--- src/rtl/mem_port_arbiter_pkg.sv ---
// Shared types for the two-requester memory port arbiter (riscvuprog core + boot/DMA).
// Optional statistics in the arbiter top are enabled with MEM_ARB_STATS_EN.
package riscv_arb_pkg;

    localparam int unsigned NUM_REQ = 2;
    localparam int unsigned ARB_AW  = 32;
    localparam int unsigned ARB_DW  = 32;

    typedef enum logic [1:0] {
        IDLE = 2'd0,
        OWN0 = 2'd1,
        OWN1 = 2'd2
    } owner_t;

    typedef struct packed {
        logic              req;
        logic              we;
        logic              lock;
        logic [ARB_AW-1:0] adr;
        logic [ARB_DW-1:0] wdata;
    } req_t;

    function automatic owner_t own_state(input logic idx);
        return idx ? OWN1 : OWN0;
    endfunction

endpackage

--- src/rtl/mem_port_arbiter_if.sv ---
// Requester and memory-side signals of the arbiter; slave = arbiter, master = requesters + memory.
interface mem_port_arbiter_if #(
    parameter int unsigned AW = 32,
    parameter int unsigned DW = 32
);
    logic          req0, req1;
    logic          we0, we1;
    logic          lock0, lock1;
    logic [AW-1:0] adr0, adr1;
    logic [DW-1:0] wdata0, wdata1;
    logic          gnt0, gnt1;
    logic          rvalid0, rvalid1;
    logic [DW-1:0] rdata;
    logic [AW-1:0] Adr;
    logic [DW-1:0] WriteData;
    logic          MemWrite;
    logic [DW-1:0] ReadData;

    modport slave (
        input  req0, req1, we0, we1, lock0, lock1, adr0, adr1, wdata0, wdata1, ReadData,
        output gnt0, gnt1, rvalid0, rvalid1, rdata, Adr, WriteData, MemWrite
    );

    modport master (
        output req0, req1, we0, we1, lock0, lock1, adr0, adr1, wdata0, wdata1, ReadData,
        input  gnt0, gnt1, rvalid0, rvalid1, rdata, Adr, WriteData, MemWrite
    );
endinterface

--- src/rtl/flopr.sv ---
// Resettable register with synchronous active-high reset.
module flopr #(
    parameter int unsigned WIDTH = 8
) (
    input  logic             clk,
    input  logic             reset,
    input  logic [WIDTH-1:0] d,
    output logic [WIDTH-1:0] q
);
    always_ff @(posedge clk) begin
        if (reset) q <= '0;
        else       q <= d;
    end
endmodule

--- src/rtl/mem_port_arbiter_rr_pick2.sv ---
// Combinational two-way round-robin picker: on contention the requester that was not last wins.
module rr_pick2 (
    input  logic [1:0] req,
    input  logic       last,
    output logic [1:0] grant
);
    always_comb begin
        grant = req;
        if (&req) grant = last ? 2'b01 : 2'b10;
    end
endmodule

--- src/rtl/mem_port_arbiter.sv ---
// Round-robin arbiter for the unified memory port with burst locking and bounded hold time.
// Define MEM_ARB_STATS_EN to add grant counters and a forced-lock-break counter.
module mem_port_arbiter
    import riscv_arb_pkg::*;
#(
    parameter int unsigned AW       = 32,
    parameter int unsigned DW       = 32,
    parameter int unsigned MAX_HOLD = 8
) (
    input  logic              clk,
    input  logic              reset,
    mem_port_arbiter_if.slave bus
`ifdef MEM_ARB_STATS_EN
    ,
    output logic [31:0]       gnt_cnt0,
    output logic [31:0]       gnt_cnt1,
    output logic [15:0]       starve_evt
`endif
);
    localparam logic [7:0] HOLD_LIM = 8'(MAX_HOLD);

    owner_t      state_q, state_d;
    logic        last_q, last_d;
    logic [7:0]  hold_q, hold_d;
    req_t        rq [NUM_REQ];
    logic [1:0]  req_v, rr_gnt, locked, sel, gnt;
    logic [1:0]  rvalid_d, rvalid_q;
    logic        own_idx;
    logic        continuing, other_wait;

    always_comb begin
        rq[0] = '{req: bus.req0, we: bus.we0, lock: bus.lock0,
                  adr: ARB_AW'(bus.adr0), wdata: ARB_DW'(bus.wdata0)};
        rq[1] = '{req: bus.req1, we: bus.we1, lock: bus.lock1,
                  adr: ARB_AW'(bus.adr1), wdata: ARB_DW'(bus.wdata1)};
        req_v = {rq[1].req, rq[0].req};
    end

    rr_pick2 u_pick (
        .req   (req_v),
        .last  (last_q),
        .grant (rr_gnt)
    );

    // A held lock wins unless the other side has waited MAX_HOLD grants.
    always_comb begin
        locked[0] = (state_q == own_state(1'b0)) && rq[0].req && (!rq[1].req || hold_q < HOLD_LIM);
        locked[1] = (state_q == own_state(1'b1)) && rq[1].req && (!rq[0].req || hold_q < HOLD_LIM);
        if (locked[0])      sel = 2'b01;
        else if (locked[1]) sel = 2'b10;
        else                sel = rr_gnt;
        gnt = reset ? 2'b00 : (sel & req_v);

        if (gnt[1])      own_idx = 1'b1;
        else if (gnt[0]) own_idx = 1'b0;
        else if (reset)  own_idx = 1'b0;
        else             own_idx = last_q;
    end

    assign bus.gnt0      = gnt[0];
    assign bus.gnt1      = gnt[1];
    assign bus.Adr       = rq[own_idx].adr[AW-1:0];
    assign bus.WriteData = rq[own_idx].wdata[DW-1:0];
    assign bus.MemWrite  = (|gnt) & rq[own_idx].we;
    assign bus.rdata     = bus.ReadData;
    assign bus.rvalid0   = rvalid_q[0];
    assign bus.rvalid1   = rvalid_q[1];

    always_comb begin
        state_d = IDLE;
        if (gnt[0] && rq[0].lock)      state_d = OWN0;
        else if (gnt[1] && rq[1].lock) state_d = OWN1;

        last_d = last_q;
        if (gnt[1])      last_d = 1'b1;
        else if (gnt[0]) last_d = 1'b0;

        continuing = (state_q == OWN0 && gnt[0]) || (state_q == OWN1 && gnt[1]);
        other_wait = (gnt[0] && rq[1].req) || (gnt[1] && rq[0].req);
        hold_d     = '0;
        if (state_d != IDLE && continuing)
            hold_d = (other_wait && hold_q < HOLD_LIM) ? hold_q + 8'd1 : hold_q;

        rvalid_d = {gnt[1] & ~rq[1].we, gnt[0] & ~rq[0].we};
    end

    always_ff @(posedge clk) begin
        if (reset) begin
            state_q <= IDLE;
            last_q  <= 1'b1;
            hold_q  <= '0;
        end else begin
            state_q <= state_d;
            last_q  <= last_d;
            hold_q  <= hold_d;
        end
    end

    flopr #(.WIDTH(2)) u_rvalid (
        .clk   (clk),
        .reset (reset),
        .d     (rvalid_d),
        .q     (rvalid_q)
    );

`ifdef MEM_ARB_STATS_EN
    logic [31:0] gnt_cnt0_q, gnt_cnt1_q;
    logic [15:0] starve_q;
    logic        lock_break;

    always_comb begin
        lock_break = !reset &&
            ((state_q == OWN0 && rq[0].req && rq[1].req && hold_q >= HOLD_LIM) ||
             (state_q == OWN1 && rq[1].req && rq[0].req && hold_q >= HOLD_LIM));
    end

    always_ff @(posedge clk) begin
        if (reset) begin
            gnt_cnt0_q <= '0;
            gnt_cnt1_q <= '0;
            starve_q   <= '0;
        end else begin
            gnt_cnt0_q <= gnt_cnt0_q + {31'd0, gnt[0]};
            gnt_cnt1_q <= gnt_cnt1_q + {31'd0, gnt[1]};
            if (lock_break && starve_q != '1) starve_q <= starve_q + 16'd1;
        end
    end

    assign gnt_cnt0   = gnt_cnt0_q;
    assign gnt_cnt1   = gnt_cnt1_q;
    assign starve_evt = starve_q;
`endif

endmodule

--- src/flat_wrapper.sv ---
// flat-port wrapper written by rule: the top's interface ports become plain ports
module mem_port_arbiter_flat import riscv_arb_pkg::*;
#(
    parameter int unsigned AW       = 32,
    parameter int unsigned DW       = 32,
    parameter int unsigned MAX_HOLD = 8
)
  (clk, reset, bus_req0, bus_req1, bus_we0, bus_we1, bus_lock0, bus_lock1, bus_adr0, bus_adr1, bus_wdata0, bus_wdata1, bus_ReadData, bus_gnt0, bus_gnt1, bus_rvalid0, bus_rvalid1, bus_rdata, bus_Adr, bus_WriteData, bus_MemWrite);
  mem_port_arbiter_if #(.AW(AW), .DW(DW)) bus_i ();
  input  logic clk;
  input  logic reset;
  input wire logic [$bits(bus_i.req0)-1:0] bus_req0;
  input wire logic [$bits(bus_i.req1)-1:0] bus_req1;
  input wire logic [$bits(bus_i.we0)-1:0] bus_we0;
  input wire logic [$bits(bus_i.we1)-1:0] bus_we1;
  input wire logic [$bits(bus_i.lock0)-1:0] bus_lock0;
  input wire logic [$bits(bus_i.lock1)-1:0] bus_lock1;
  input wire logic [$bits(bus_i.adr0)-1:0] bus_adr0;
  input wire logic [$bits(bus_i.adr1)-1:0] bus_adr1;
  input wire logic [$bits(bus_i.wdata0)-1:0] bus_wdata0;
  input wire logic [$bits(bus_i.wdata1)-1:0] bus_wdata1;
  input wire logic [$bits(bus_i.ReadData)-1:0] bus_ReadData;
  output wire logic [$bits(bus_i.gnt0)-1:0] bus_gnt0;
  output wire logic [$bits(bus_i.gnt1)-1:0] bus_gnt1;
  output wire logic [$bits(bus_i.rvalid0)-1:0] bus_rvalid0;
  output wire logic [$bits(bus_i.rvalid1)-1:0] bus_rvalid1;
  output wire logic [$bits(bus_i.rdata)-1:0] bus_rdata;
  output wire logic [$bits(bus_i.Adr)-1:0] bus_Adr;
  output wire logic [$bits(bus_i.WriteData)-1:0] bus_WriteData;
  output wire logic [$bits(bus_i.MemWrite)-1:0] bus_MemWrite;
  assign bus_i.req0 = bus_req0;
  assign bus_i.req1 = bus_req1;
  assign bus_i.we0 = bus_we0;
  assign bus_i.we1 = bus_we1;
  assign bus_i.lock0 = bus_lock0;
  assign bus_i.lock1 = bus_lock1;
  assign bus_i.adr0 = bus_adr0;
  assign bus_i.adr1 = bus_adr1;
  assign bus_i.wdata0 = bus_wdata0;
  assign bus_i.wdata1 = bus_wdata1;
  assign bus_i.ReadData = bus_ReadData;
  assign bus_gnt0 = bus_i.gnt0;
  assign bus_gnt1 = bus_i.gnt1;
  assign bus_rvalid0 = bus_i.rvalid0;
  assign bus_rvalid1 = bus_i.rvalid1;
  assign bus_rdata = bus_i.rdata;
  assign bus_Adr = bus_i.Adr;
  assign bus_WriteData = bus_i.WriteData;
  assign bus_MemWrite = bus_i.MemWrite;
  mem_port_arbiter #(.AW(AW), .DW(DW), .MAX_HOLD(MAX_HOLD)) u_core (.clk(clk), .reset(reset), .bus(bus_i));
endmodule
--- config.mk ---
export PLATFORM = sky130hd
export DESIGN_NAME = mem_port_arbiter_flat
export DESIGN_NICKNAME = d
export VERILOG_FILES = /design/src/rtl/mem_port_arbiter_pkg.sv /design/src/rtl/mem_port_arbiter_if.sv /design/src/rtl/flopr.sv /design/src/rtl/mem_port_arbiter_rr_pick2.sv /design/src/rtl/mem_port_arbiter.sv /design/src/flat_wrapper.sv
export SDC_FILE = /design/constraint.sdc
export NUM_CORES = 1
export LEC_CHECK = 0
export ABC_AREA = 1
export CAP_MARGIN = 20
export CORE_AREA = 2 2 105 107
export CTS_CLUSTER_SIZE = 30
export DETAILED_ROUTE_END_ITERATION = 10
export DIE_AREA = 0 0 107 109
export PLACE_DENSITY = 0.75
export SLEW_MARGIN = 20
export SYNTH_ARGS = -nofsm -noshare
export SYNTH_HDL_FRONTEND = slang
export SYNTH_SLANG_ARGS = --single-unit
--- constraint.sdc ---
create_clock -name clk -period 1.45 [get_ports clk]
set_clock_uncertainty 0.05 [all_clocks]
set_input_delay 0.145 -clock clk [delete_from_list [all_inputs] [get_ports clk]]
set_output_delay 0.145 -clock clk [all_outputs]
set_load 0.02 [all_outputs]
==> impl_metrics.ini <==
[critical_path]
crit_path_frequent_cell = nand2_4
worstSetupPathType = register to output pin
cp-startpoint = u_core.hold_q[5]
crit_buf_inv = 3
reg2reg_slack_ns = -0.16
arrival_ns = 1.94
critPathMaxStageDelay_ns = 0.32
endpoint_kind = output pin
r2r-end = u_core.hold_q[7]
cp_max_fo = 8
cp_cell_sequence = nor2_2 > nand3_2 > nand2_2 > nand2_2 > nand2_1 > nand4_1 > nand2_4 > buf_8 > buf_16 > nand2_4 > nand2_4 > buf_6
rr_startpoint = u_core.hold_q[5]
required_ns = 1.25
r2r_cells = 11
cp_slowest_cell = dfxtp_2
cpLargestDelayFamily = simple AND/OR/NAND/NOR gates
start_kind = register

[global_routing]
grt_pass1_vias = 3023
track_usage = 0.162
antenna_found_initial = 0
grt_pass1_wl_um = 14800
grt-ovfl-total = 0
grt_max_degree = 30

[route]
vias = 2945
drt-initial-drc-count = 82
wl_um = 10500
wire_per_inst_um = 15.6
ant_nets = 0
vias_per_cell = 4.36
drc_errors = 0
first_pass_iters = 4

[timing]
setup-violations-final = 76
tightest_slew_ns = 0.218
setup_slack_ns = -0.683
period_share = 1.47
period_needed_ns = 2.13
drv_slew = 0
rsz0062_at_grt = yes
fmax_mhz = 469
tns_ns = -44.62
final_hold_viol_count = 0
slew_headroom = 0.854

[flow_run]
drv_cap = 0

[clock_tree]
cts_buffer_depth = 2
cts_sinks = 13
root_buffer = clkbuf_8
numCtsBuffers = 3
path_clk_slew_ns = 0.05
cts_tree = done
htree_levels = 1
cts_hold_buf = 0
clk_latency_ns = 0.25

[outcome]
violations = setup timing
status = finished, violations left

[floorplanning]
coreArea_mm2 = 0.0106
fp.dieW_um = 107
die_area_mm2 = 0.0117
initial_core_util = 0.187
die_h_um = 109
ios = 269
rows = 38

[placement]
place.gp.congestion = 0.864
dp.cells = 650
post-place-ws_ns = -1.22
place_hpwl_um = 6990
port_buffers = 204
postPlaceCellArea_mm2 = 0.00426

[min_path]
hold_path_end = bus_rdata[8]
holdCritPathClass = input port to output pin
hold_depth = 0
min-delay-start = bus_ReadData[8]

[yosys]
synth_xor_area_frac = 0.00883
yosys.area_share.simple = 0.575
synth_compound_area_frac = 0.0214
avgSynthCellArea_um2 = 5.94
syn_nets = 503
synth_top_family_by_area = simple AND/OR/NAND/NOR gates
syn_area_mm2 = 0.00198
muxShareOfSynthArea = 0
synthCells = 334
synth_seq_area_share = 0.131
ys_ff_latch = 13
synth_fa_ha_area_frac = 0.00631
yosysUniqueCellTypes = 24
yosysWarnings = 0

[finish]
syn2layout_area_growth_pct = 159
antennaDiodeCount = 0
final_nets = 705
layout-drive-gt1-share = 0.514
fin_cells = 675
fillers = 996
design_area_mm2 = 0.00515

[power]
power-per-cell-area_mw_per_mm2 = 586
vdd_drop_max_mv = 0.354
p_leak_uw = 0.00257
==> worst reg2reg max path: stages (launching register included) <==
cell	delay (ns)
dfxtp_2	0.32
nor2_2	0.11
nand3_2	0.13
nand2_1	0.11
nand2_2	0.08
buf_4	0.16
nand2_1	0.10
buf_4	0.12
nand3_1	0.09
nand2_2	0.10
nand2_4	0.08
nor2_1	0.10
==> synthesized netlist by cell type <==
cell type / instances / area [um2]
inv_1: 20 / 75.1
nand2_2: 53 / 332
buf_8: 1 / 15.0
buf_12: 5 / 100
ha_1: 1 / 12.5
a21o_1: 1 / 7.51
o21ai_1: 1 / 5.00
inv_2: 1 / 3.75
buf_2: 10 / 50.1
o21ai_0: 3 / 15.0
nor2_1: 16 / 60.1
nor4_2: 1 / 12.5
buf_1: 1 / 3.75
nor3_1: 1 / 5.00
xor2_1: 2 / 17.5
a21oi_1: 3 / 15.0
nor3_2: 1 / 10.0
buf_4: 34 / 255
dfxtp_1: 13 / 260
nand4_1: 3 / 18.8
nand3_4: 1 / 17.5
nand2_1: 92 / 345
clkbuf_1: 2 / 7.51
nand3_1: 68 / 340
==> state kept, by name, indices dropped and copies added (netlist names) <==
signal,cells
u_core.hold_q,8
u_core.last_q,1
u_core.state_q,2
u_core.u_rvalid.q,2
==> area by class of cell <==
| type | instances | area, um2 | area share |
|---|---|---|---|
| Timing Repair Buffer | 250 | 2780 | 0.540 |
| Multi-Input combinational cell | 247 | 1800 | 0.349 |
| Sequential cell | 13 | 265 | 0.0515 |
| Tap cell | 140 | 175 | 0.0340 |
| Inverter | 21 | 83.8 | 0.0163 |
| Clock buffer | 3 | 41.3 | 0.00802 |
| Clock inverter | 1 | 5.00 | 0.000972 |
==> timing repair <==
action / 4_1_cts / 5_1_grt
hold endpoints to repair: 0 / 0
resized for setup: 426 / 76
setup buffers: 11 / 1
pin swaps: 6 / 9
gates cloned: 10 / 1
setup endpoints to repair: 78 / 79
==> power by group <==
part / leakage, uW / switching, uW / internal (uW)
clock: 0.0000255 / 145 / 190
combinational: 0.00243 / 1090 / 1230
sequential: 0.000107 / 2.51 / 363
==> per-stage QoR <==
stage          hold WS [ns]  power [uW]  utilization
2_1_floorplan         0.167        1400            -
3_3_place_gp          0.240        2170        0.401
3_5_place_dp          0.240        2190        0.401
4_1_cts               0.240        2880        0.456
5_1_grt               0.240        3170        0.485
6_report              0.240        3020        0.485
==> logic make-up after synthesis <==
logic type,Yosys count
compound gates,8
xor+xnor,2
fa+ha+maj,1
buf+inv,74
flops,13
simple gates,236
==> per-layer routing <==
layer,global-route usage,vias up,routed length (um)
met3,0.0550,13,1010
li1,-,1431,-
met2,0.312,157,5600
met1,0.170,1344,3800
met5,0,-,0
met4,0.0334,0,135
==> worst max path at each step <==
stage | end | slack (ns) | depth (start not counted)
6_report | bus_Adr[21] | -0.68 | 12
5_1_grt | bus_WriteData[26] | -0.81 | 12
4_1_cts | bus_Adr[21] | -0.73 | 12
3_5_place_dp | bus_WriteData[5] | -1.22 | 9
3_3_place_gp | bus_WriteData[5] | -1.17 | 9
2_1_floorplan | bus_WriteData[10] | -0.1 | 9
==> placed cells by master (no fill, tap or decap), types with 4 or more instances in the layout <==
cell and count:
clkdlybuf4s50_1 135, nand2_2 72, buf_6 66, nand2_4 65, nand3_1 61, buf_4 27, inv_1 17, nor2_1 13
buf_16 9, dfxtp_1 9, nand2_1 8, nand3_2 7, buf_12 7, dfxtp_2 4
Power figures use the tool's default switching activity.
==> RTL edit 1 (config.mk and constraints unchanged) <==
The 3 values of `owner_t` get a one-hot encoding in 3 bits.
--- a/src/rtl/mem_port_arbiter_pkg.sv
+++ b/src/rtl/mem_port_arbiter_pkg.sv
@@ -6,10 +6,10 @@
     localparam int unsigned ARB_AW  = 32;
     localparam int unsigned ARB_DW  = 32;
 
-    typedef enum logic [1:0] {
-        IDLE = 2'd0,
-        OWN0 = 2'd1,
-        OWN1 = 2'd2
+    typedef enum logic [2:0] {
+        IDLE = 3'b001,
+        OWN0 = 3'b010,
+        OWN1 = 3'b100
     } owner_t;
 
     typedef struct packed {
Formal check against the unedited RTL: same outputs for any inputs over 10 cycles, from zero or initial values and one cycle with reset high; not proved beyond that.
==> RTL edit 1 against the original RTL <==
The flow still finishes with violations (setup timing). Cell area is 5.9% higher. Total power shrank 2.6%. Non-clock buffer count grew 27. Synthesized area shrank 8.4%. Hold slack is essentially flat. Combinational power shrank 3%. Critical path depth increased by 3. Wire length increased by 13%. Global-route usage fell by 0.19 points. Worst setup slack worse by 110 ps. Sequential cell count grew 1.
==> RTL edit 1: results <==
set metrics [dict create \
    status "finished with violations" \
    violations "setup timing" \
    fin_ws_ps -789 \
    seq_area_frac 0.0519 \
    synthXorXnorAreaFrac 0.00964 \
    setup_violations 79 \
    ff2ff_path_depth 12 \
    cts_setup_buffers 22 \
    ir_worst_vdd_v 0.000745 \
    top_regs "u_core.hold_q: 8 flops, u_core.state_q: 3 flops, u_core.u_rvalid.q: 2 flops" \
    buf_share 0.576 \
    crit_fanout 7 \
    pre_cts_ws_ps -1100 \
    synth.area.mux_share 0.00551 \
    routabilityCongestion 0.876 \
    grt_max_degree 34 \
    cp_data_arrival_time_ps 2040 \
    synthTopCellsByArea "nand2_1 (29%), nand3_1 (19%), dfxtp_1 (15%)" \
    fin_setup_tns_ps -49740 \
    grt_pass1_vias 2911 \
    synth_compound_area_frac 0.0186 \
    clock_cell_area_share 0.00757 \
    drive_above_1_share 0.546 \
    max-slew-margin-rel 0.809 \
    cts_resized 355 \
    intPower_w 0.00180 \
    clk-power_w 0.000308 \
    synth.net_count 504 \
    dr.first_iter.drc_count 107 \
    yosys-top-cells-count "nand2_1 (142), nand3_1 (69), buf_4 (37)" \
    wl_per_cell_um 16.9 \
    reg2reg_to "u_core.u_rvalid.q[1]" \
    n_all_inverters 22 \
    signal_buffers 277 \
    power_leakage_nw 2.64 \
    comb-power_w 0.00224 \
    vias 3074 \
]
==> RTL edit 1: cell types whose count changed after synthesis, sizes merged, moves of 2 or more <==
| cell | before | now |
|---|---|---|
| buf | 51 | 53 |
| clkbuf | 2 | 0 |
| nand3 | 69 | 71 |
| xnor2 | 0 | 2 |
| xor2 | 2 | 0 |
==> RTL edit 1: metrics by stage <==
step	instances	area (um^2)	total power (W)	hold WS, ps	util
3_5_place_dp	652	4090	0.00203	240	0.386
4_1_cts	683	4480	0.00248	240	0.422
2_1_floorplan	335	2060	0.00129	167	-
6_report	702	5450	0.00294	240	0.514
3_3_place_gp	652	4090	0.00201	240	0.386
5_1_grt	702	5450	0.00309	240	0.514
==> RTL edit 1: routing by layer <==
metal / track usage / part of all wire / up-vias
met1: 0.191 / 0.39 / 1437
met2: 0.295 / 0.52 / 134
li1: - / - / 1481
met4: 0.0288 / 0.016 / 0
met5: 0 / 0 / -
met3: 0.0359 / 0.073 / 22
==> RTL edit 2 (same flow settings) <==
Made on the original files. `MAX_HOLD` is set to 8 in 2 places; all go to 7.
--- a/src/rtl/mem_port_arbiter.sv
+++ b/src/rtl/mem_port_arbiter.sv
@@ -5,7 +5,7 @@
 #(
     parameter int unsigned AW       = 32,
     parameter int unsigned DW       = 32,
-    parameter int unsigned MAX_HOLD = 8
+    parameter int unsigned MAX_HOLD = 7
 ) (
     input  logic              clk,
     input  logic              reset,
--- a/src/flat_wrapper.sv
+++ b/src/flat_wrapper.sv
@@ -3,7 +3,7 @@
 #(
     parameter int unsigned AW       = 32,
     parameter int unsigned DW       = 32,
-    parameter int unsigned MAX_HOLD = 8
+    parameter int unsigned MAX_HOLD = 7
 )
   (clk, reset, bus_req0, bus_req1, bus_we0, bus_we1, bus_lock0, bus_lock1, bus_adr0, bus_adr1, bus_wdata0, bus_wdata1, bus_ReadData, bus_gnt0, bus_gnt1, bus_rvalid0, bus_rvalid1, bus_rdata, bus_Adr, bus_WriteData, bus_MemWrite);
   mem_port_arbiter_if #(.AW(AW), .DW(DW)) bus_i ();
Behaviour: not the same (Yosys sat finds a counterexample within 10 cycles, from zero or initial values and one cycle with reset high).
==> RTL edit 2 against the original RTL <==
The run still ends with setup timing left. Sequential cell count unchanged. Register-to-register slack got worse by 460 ps. Critical path depth increased by 2. Wire length increased by 5.7%. Synthesized area decreased by 9.7%. Cell area increased by 3.4%. Total power decreased by 0.53%. Sequential share of layout area decreased by 0.22 points. Worst setup slack got worse by 190 ps. Critical path type unchanged.
==> RTL edit 2: results <==
set metrics [dict create \
    cts_root_buf "clkbuf_8" \
    cts_buffer_depth 2 \
    synthTopCellsByArea "nand2_1 (30%), nand3_1 (19%), buf_4 (16%)" \
    wl_per_cell_um 16.3 \
    yosys-top-cells-count "nand2_1 (144), nand3_1 (69), buf_4 (38)" \
    vias 3055 \
    netlist_instances 336 \
    grtUsageTotal 0.170 \
    seq_area_frac_synth 0.145 \
    hold_depth 0 \
    path_delay_family "simple AND/OR/NAND/NOR gates" \
    yosysWarnings 0 \
    worst_pin_slew_ps 394 \
    status "finished with violations" \
    viasPerCell 4.47 \
    async_reset_ff_frac 0 \
    dp.cells 656 \
    setup_violations 80 \
    grt_pass1_wl_mm 15.4 \
    nFillCells 965 \
    fin_ws_ps -873 \
    start_util 0.169 \
    worst_path_max_delay_cell "dfxtp_2" \
    power_leakage_nw 2.59 \
    dpl.hpwl_mm 6.88 \
    ir_worst_vdd_v 0.000434 \
    cp_data_arrival_time_ps 2130 \
    synth_top_area_frac 0.302 \
    violations "setup timing" \
    dr.first_iter.drc_count 157 \
    routabilityCongestion 0.911 \
    synth.net_count 505 \
    yosysUniqueCellTypes 22 \
    grt_max_degree 38 \
    drive_above_1_share 0.548 \
    fin_setup_tns_ps -61610 \
    finalNetCount 714 \
    ff2ff_path_depth 16 \
    pre_cts_ws_ps -1150 \
]
==> RTL edit 2: stage by stage <==
step / hold WS, ps / area, um^2
after floorplan: 167 / 2020
after global placement: 240 / 4120
after detailed placement: 240 / 4120
after CTS: 240 / 5030
after global routing: 240 / 5320
final: 240 / 5320
==> RTL edit 2: what timing repair did <==
| item | 4_1_cts | 5_1_grt |
|---|---|---|
| setup endpoints to repair | 80 | 80 |
| hold buffers | 0 | 0 |
| gates resized for setup | 497 | 76 |
| gates cloned | 11 | 1 |
| buffers inserted | 12 | 5 |
| pin swaps | 25 | 17 |
==> RTL edit 2: kinds of logic after synthesis <==
family / after synthesis / share of synthesized area
adders and majority gates: 1 / 0.00698
DFF: 13 / 0.145
xor gates and xnor gates: 1 / 0.00489
AOI/OAI and AO/OA: 10 / 0.0342
buffers and inverters: 75 / 0.256
and+or+nand+nor: 236 / 0.553
==> RTL edit 2: per-layer routing <==
metal	up-vias	track usage	share of wire
li1	1448	-	-
met5	-	0	0
met2	140	0.322	0.52
met3	20	0.0478	0.077
met1	1447	0.185	0.39
met4	0	0.0445	0.014
==> RTL edit 2: path summary, 6_finish.rpt <==
path                                       start          endpoint  slack, ps
worst max-delay path            u_core.hold_q[0]       bus_Adr[21]       -870
worst min-delay path            bus_ReadData[24]     bus_rdata[24]        240
worst max register to register  u_core.hold_q[0]  u_core.hold_q[4]       -620
worst min register to register  u_core.hold_q[5]  u_core.hold_q[5]        380
==> RTL edit 2: where the power goes <==
group,leakage [nW],switching [W],internal (W)
logic,2.46,0.00108,0.00122
clock network,0.0255,0.000146,0.000191
registers,0.106,0.00000221,0.000363
==> RTL edit 2: final cells by class <==
| cell class | count | area, um^2 | share of cell area |
|---|---|---|---|
| Timing Repair Buffer | 257 | 2860 | 0.538 |
| Multi-Input combinational cell | 248 | 1890 | 0.355 |
| Sequential cell | 13 | 263 | 0.0494 |
| Tap cell | 140 | 175 | 0.0329 |
| Inverter | 22 | 87.6 | 0.0165 |
| Clock buffer | 3 | 41.3 | 0.00776 |
| Clock inverter | 1 | 5.00 | 0.000940 |
==> RTL edit 2: worst reg2reg max path: stages (launching register included) <==
cell and delay, ps:
dfxtp_2 330, ha_4 170, nand2_4 60, nand2_4 60
o21bai_1 140, nand2_1 120, buf_4 150, buf_4 120
buf_6 110, nand2_4 50, nand2_2 60, buf_4 140
buf_6 110, nand3_2 60, nand2_2 70, nand2_4 110
nor2_1 50
